<file path="src/rtl/bp_be_pkg.sv">
// bp_be_pkg: shared types for the nonsynth commit generator.
package bp_be_pkg;

    typedef enum logic [1:0] {
        e_idle,
        e_run,
        e_done
    } bp_commit_gen_state_e;

    localparam int commit_count_width_gp = 64;

endpackage

</file>
<file path="src/rtl/bp_nonsynth_commit_gen_lfsr.sv">
// bp_nonsynth_commit_gen_lfsr: 16-bit Fibonacci LFSR (taps 16,14,13,11) with hold enable.
module bp_nonsynth_commit_gen_lfsr #(
    parameter logic [15:0] seed_p = 16'hACE1
) (
    input  logic        clk_i,
    input  logic        reset_n_i,
    input  logic        en_i,
    output logic [15:0] state_o
);

    logic [15:0] lfsr_q, lfsr_d;

    assign lfsr_d  = {lfsr_q[0] ^ lfsr_q[2] ^ lfsr_q[3] ^ lfsr_q[5], lfsr_q[15:1]};
    assign state_o = lfsr_q;

    always_ff @(posedge clk_i or negedge reset_n_i) begin
        if (!reset_n_i) lfsr_q <= seed_p;
        else if (en_i) lfsr_q <= lfsr_d;
    end

endmodule

</file>
<file path="src/rtl/bp_nonsynth_commit_gen.sv">
// bp_nonsynth_commit_gen: replays trace entries (start pc, run length) as one commit per cycle,
// with optional LFSR-driven bubbles.
module bp_nonsynth_commit_gen
    import bp_be_pkg::*;
#(
    parameter int          vaddr_width_p = 39,
    parameter int          len_width_p   = 16,
    parameter int          bubble_rate_p = 0,
    parameter logic [15:0] lfsr_seed_p   = 16'hACE1
) (
    input  logic                                 clk_i,
    input  logic                                 reset_n_i,
    input  logic                                 freeze_i,
    input  logic                                 trace_v_i,
    input  logic [vaddr_width_p-1:0]             trace_pc_i,
    input  logic [len_width_p-1:0]               trace_len_i,
    input  logic                                 trace_last_i,
    output logic                                 trace_ready_o,
    output logic                                 commit_v_o,
    output logic [vaddr_width_p-1:0]             commit_pc_o,
    output logic [commit_count_width_gp-1:0]     commit_count_o,
    output logic                                 finish_o
);

    localparam logic [3:0] rate_l = 4'(bubble_rate_p);

    bp_commit_gen_state_e             state_q, state_d;
    logic [vaddr_width_p-1:0]         pc_q, pc_d;
    logic [len_width_p-1:0]           remain_q, remain_d;
    logic                             last_q, last_d;
    logic [commit_count_width_gp-1:0] count_q, count_d;
    logic [15:0]                      lfsr;
    logic                             bubble, fire, final_commit, accept;

    bp_nonsynth_commit_gen_lfsr #(.seed_p(lfsr_seed_p)) lfsr_u (
        .clk_i    (clk_i),
        .reset_n_i(reset_n_i),
        .en_i     (!freeze_i),
        .state_o  (lfsr)
    );

    assign bubble        = (rate_l != 4'd0) && (lfsr[3:0] < rate_l);
    assign fire          = (state_q == e_run) && !freeze_i && !bubble;
    assign final_commit  = fire && (remain_q == len_width_p'(1));
    // Gating with reset keeps every output low while reset is held.
    assign trace_ready_o = reset_n_i && !freeze_i && ((state_q == e_idle) || (final_commit && !last_q));
    assign accept        = trace_v_i && trace_ready_o;

    assign commit_v_o     = fire;
    assign commit_pc_o    = pc_q;
    assign commit_count_o = count_q;
    assign finish_o       = (state_q == e_done);

    always_comb begin
        state_d  = state_q;
        pc_d     = pc_q;
        remain_d = remain_q;
        last_d   = last_q;
        count_d  = count_q;
        if (fire) begin
            pc_d     = pc_q + vaddr_width_p'(4);
            remain_d = remain_q - len_width_p'(1);
            count_d  = count_q + 64'd1;
            if (final_commit) state_d = last_q ? e_done : e_idle;
        end
        if (accept) begin
            pc_d     = trace_pc_i;
            remain_d = trace_len_i;
            last_d   = trace_last_i;
            state_d  = (trace_len_i != '0) ? e_run : (trace_last_i ? e_done : e_idle);
        end
    end

    always_ff @(posedge clk_i or negedge reset_n_i) begin
        if (!reset_n_i) begin
            state_q  <= e_idle;
            pc_q     <= '0;
            remain_q <= '0;
            last_q   <= 1'b0;
            count_q  <= '0;
        end else begin
            state_q  <= state_d;
            pc_q     <= pc_d;
            remain_q <= remain_d;
            last_q   <= last_d;
            count_q  <= count_d;
        end
    end

endmodule

</file>
<file path="config.mk">
export PLATFORM = sky130hd
export DESIGN_NAME = bp_nonsynth_commit_gen
export DESIGN_NICKNAME = d
export VERILOG_FILES = /design/src/rtl/bp_be_pkg.sv /design/src/rtl/bp_nonsynth_commit_gen_lfsr.sv /design/src/rtl/bp_nonsynth_commit_gen.sv
export SDC_FILE = /design/constraint.sdc
export NUM_CORES = 1
export LEC_CHECK = 0
export ABC_CLOCK_PERIOD_IN_PS = 4000
export CAP_MARGIN = 20
export CORE_MARGIN = 5
export CORE_UTILIZATION = 52
export CTS_BUF_LIST = sky130_fd_sc_hd__clkbuf_16
export CTS_CLUSTER_DIAMETER = 30
export DETAILED_ROUTE_END_ITERATION = 12
export GPL_TIMING_DRIVEN = 0
export PLACE_DENSITY = 0.88
export SKIP_CTS_REPAIR_TIMING = 1
export SLEW_MARGIN = 15
export SYNTH_ARGS = -nofsm -noshare
export SYNTH_HDL_FRONTEND = slang
export SYNTH_SLANG_ARGS = --single-unit
</file>
<file path="constraint.sdc">
create_clock -name clk_i -period 4 [get_ports clk_i]
set_input_delay 1 -clock clk_i [delete_from_list [all_inputs] [get_ports clk_i]]
set_output_delay 1 -clock clk_i [all_outputs]
set_load 0.02 [all_outputs]
</file>
==> run summary <==
outcome - finished clean
Placer Congestion - 0.8620
hold path cells - 1
RSZ-0062 raised after global routing - no
Skew-Pair Late Insertion Delay - 0.41 ns
design area - 8449 sq um
Reg clk slew, reported paths - 0.05 ns
Worst Clk Skew - 0.009333 ns
vias in the first global route - 5611
drt drc - 0
cell area after synthesis - 6076 sq um
Slew @ Worst Pin - 0.9289 ns
flop-to-flop setup slack - 1.18 ns
Syn. warnings - 0
DR iter-0 viols - 454
critical path class - input port to output port
clock sink total - 122
share of layout cells above drive strength 1 - 5.153%
WL final - 16.55 mm
Total Die Area - 13950 sq um
Min-Delay Path Class - register to register
drt wl/cell - 17.28 microns
Layout area overhead - 39.07%
row count - 39
Pre-antenna DRT Iters - 5
Data required, critical path - 3.00 ns
Top FF cell, synth - dfrtp_1
CP endpoint - trace_ready_o
Synth Area in Simple Gates - 24.86%
number of buffers added on ports - 165
maximum VDD drop - 0.0004177 V
dominant cells by area after synthesis - dfrtp_1 (50%), xnor2_1 (12%), xor2_1 (4.6%)
setup violators final - 0
area leader, netlist - dfrtp_1
H-tree levels - 4
mux contribution to synthesized area - 0.3707%
clock root buffer - clkbuf_16
Arr. time, crit path - 2.79 ns
Max-Slew Margin vs Limit - 37.56%
Die X - 118.1 microns
post-placement cell area - 7941 sq um
Synth Area in Adders - 0.8237%
Final Power - 0.004673 W
CP startpoint kind - input port
Synth Register Bits - 122
LEAKAGE - 3.382 nW
remaining global-route overflow - 0
core area - 11420 sq um
Synth cell types - 39
worst setup margin - 0.2077 ns
maxcap violations - 0
highest clock rate - 0.2637 GHz
initial antenna violation count - 0
Synth top area share - 50.25%
CTS buffer count - 17
period utilisation layout - 94.81%
EDFF count, synth - 0
Syn Nets - 683
Post-Syn Instances - 619
number of fill cells - 800
Reg2Reg Depth - 7
largest net degree at the start of global routing - 77
Critical Path Source - freeze_i
CTS Buffer Depth - 2
GRT Total Usage - 23.33%
sequential fraction of the synthesis area - 50.25%
DP Wirelength - 12.06 mm
CP endpoint kind - output port
Compound-Gate Fraction of Synth Area - 5.066%
Routed Antenna Nets - 0
first-pass GRT wire length - 27.19 mm
Antenna diodes - 0
Nets - 867
Reg-to-Reg End - commit_pc_o[21]
Final Hold Fails - 0
Crit Path Max Fanout - 7
FF-to-FF Start - state_q[1]
Period minus WS final - 3.792 ns
power per standard cell area - 553.0 nW/um^2
vias per cell - 5.708
Synth Area in XOR/XNOR - 16.43%
largest family of logic cells by synthesized area - simple AND/OR/NAND/NOR gates
CTS tree - done
Mean Syn Cell Area - 9.816 sq um
pre-CTS setup slack - -0.4050 ns
initial core utilization - 53.21%
die height - 118.1 microns
Final Max Slew Viols - 0
IO Pins - 166
Via Count - 5468
ys async rst share - 100.0%
-- kinds of logic (layout without fill, tap and decap cells) --
family                   Yosys count  in the layout
buffers and inverters             35            231
AND/OR/NAND/NOR                  282            282
flip-flops                       122            122
adder cells (fa/ha/maj)            4              4
multiplexers                       2              2
AO/OA/AOI/OAI                     60             60
XOR/XNOR                         114            114
-- worst max-delay path, stage by stage --
cell,delay [ns]
clkdlybuf4s50_1,0.45
or3b_1,0.37
buf_2,0.20
nor4_4,0.28
nand2_1,0.11
nor2_1,0.10
o21a_1,0.12
clkbuf_2,0.16
-- worst min-delay path by stage --
stage                              end               start  slack (ns)
detailed placement  commit_count_o[25]  commit_count_o[25]        0.48
finish              commit_count_o[25]  commit_count_o[25]        0.49
global route        commit_count_o[37]  commit_count_o[37]        0.50
CTS                 commit_count_o[25]  commit_count_o[25]        0.49
global placement    commit_count_o[37]  commit_count_o[37]        0.47
floorplan                       last_q              last_q        0.49
-- through the flow --
stage / utilization (%) / instances / hold WS (ns) / TNS, ns
CTS: 73.89 / 959 / 0.4914 / -0.7500
global route: 74.00 / 958 / 0.4990 / 0
finish: 74.00 / 958 / 0.4864 / 0
global placement: 69.24 / 927 / 0.4723 / -522.33
floorplan: - / 619 / 0.4864 / 0
detailed placement: 69.55 / 928 / 0.4820 / -0.6679
-- sequential cells by signal, indices dropped and copies added (netlist names) --
register        cells
remain_q           16
commit_pc_o        39
last_q              1
commit_count_o     64
state_q             2
-- synthesized netlist by cell type, types with 2 or more instances --
cell,count
dfrtp_1,122
nand4_1,41
and4_1,9
nor4_1,21
buf_2,2
nor2_1,69
nand4b_1,2
xor2_1,32
and3_1,17
a21oi_1,54
nand3_1,37
clkbuf_1,21
or2_2,2
nor2b_1,2
nor4_2,2
or3_1,5
xnor2_1,82
o21ai_0,2
or4_1,4
ha_1,4
mux2_2,2
inv_1,10
nor3_1,13
a31oi_1,2
and2_1,5
nand2_1,43
buf_1,2
-- metal layers --
metal / up-vias / wire [microns] / global-route usage, % / part of all wire [%]
met2: 254 / 7990 / 38.19 / 48
li1: 2541 / - / - / -
met4: 0 / 314 / 8.029 / 1.9
met3: 26 / 1323 / 7.208 / 8.0
met1: 2647 / 6925 / 29.29 / 42
met5: - / 0 / 0 / 0
-- final cells by class --
class	count	area, sq um	share of cell area [%]
repair buffers	166	1678	19.86
plain buffers	24	92.59	1.096
clock buffers	17	425.4	5.035
clock inverters	14	70.07	0.8293
inverters	10	41.29	0.4887
well taps	143	178.9	2.118
flip-flops and latches	122	3053	36.13
multi-input cells	462	2910	34.44
-- power breakdown --
part	switching, W	internal [W]	total [W]
registers	0.000370	0.00152	0.00189
clock network	0.000527	0.000765	0.00129
logic	0.000765	0.000726	0.00149
-- layout by cell type, fill, tap and decap left out, types with 19 or more instances in the layout --
master | Yosys | final
clkdlybuf4s50_1 | 0 | 162
dfrtp_1 | 122 | 122
xnor2_1 | 82 | 82
nor2_1 | 69 | 69
a21oi_1 | 54 | 54
nand2_1 | 43 | 43
nand4_1 | 41 | 41
nand3_1 | 37 | 37
xor2_1 | 32 | 32
clkbuf_1 | 21 | 21
nor4_1 | 21 | 19
Power figures use the tool's default switching activity.
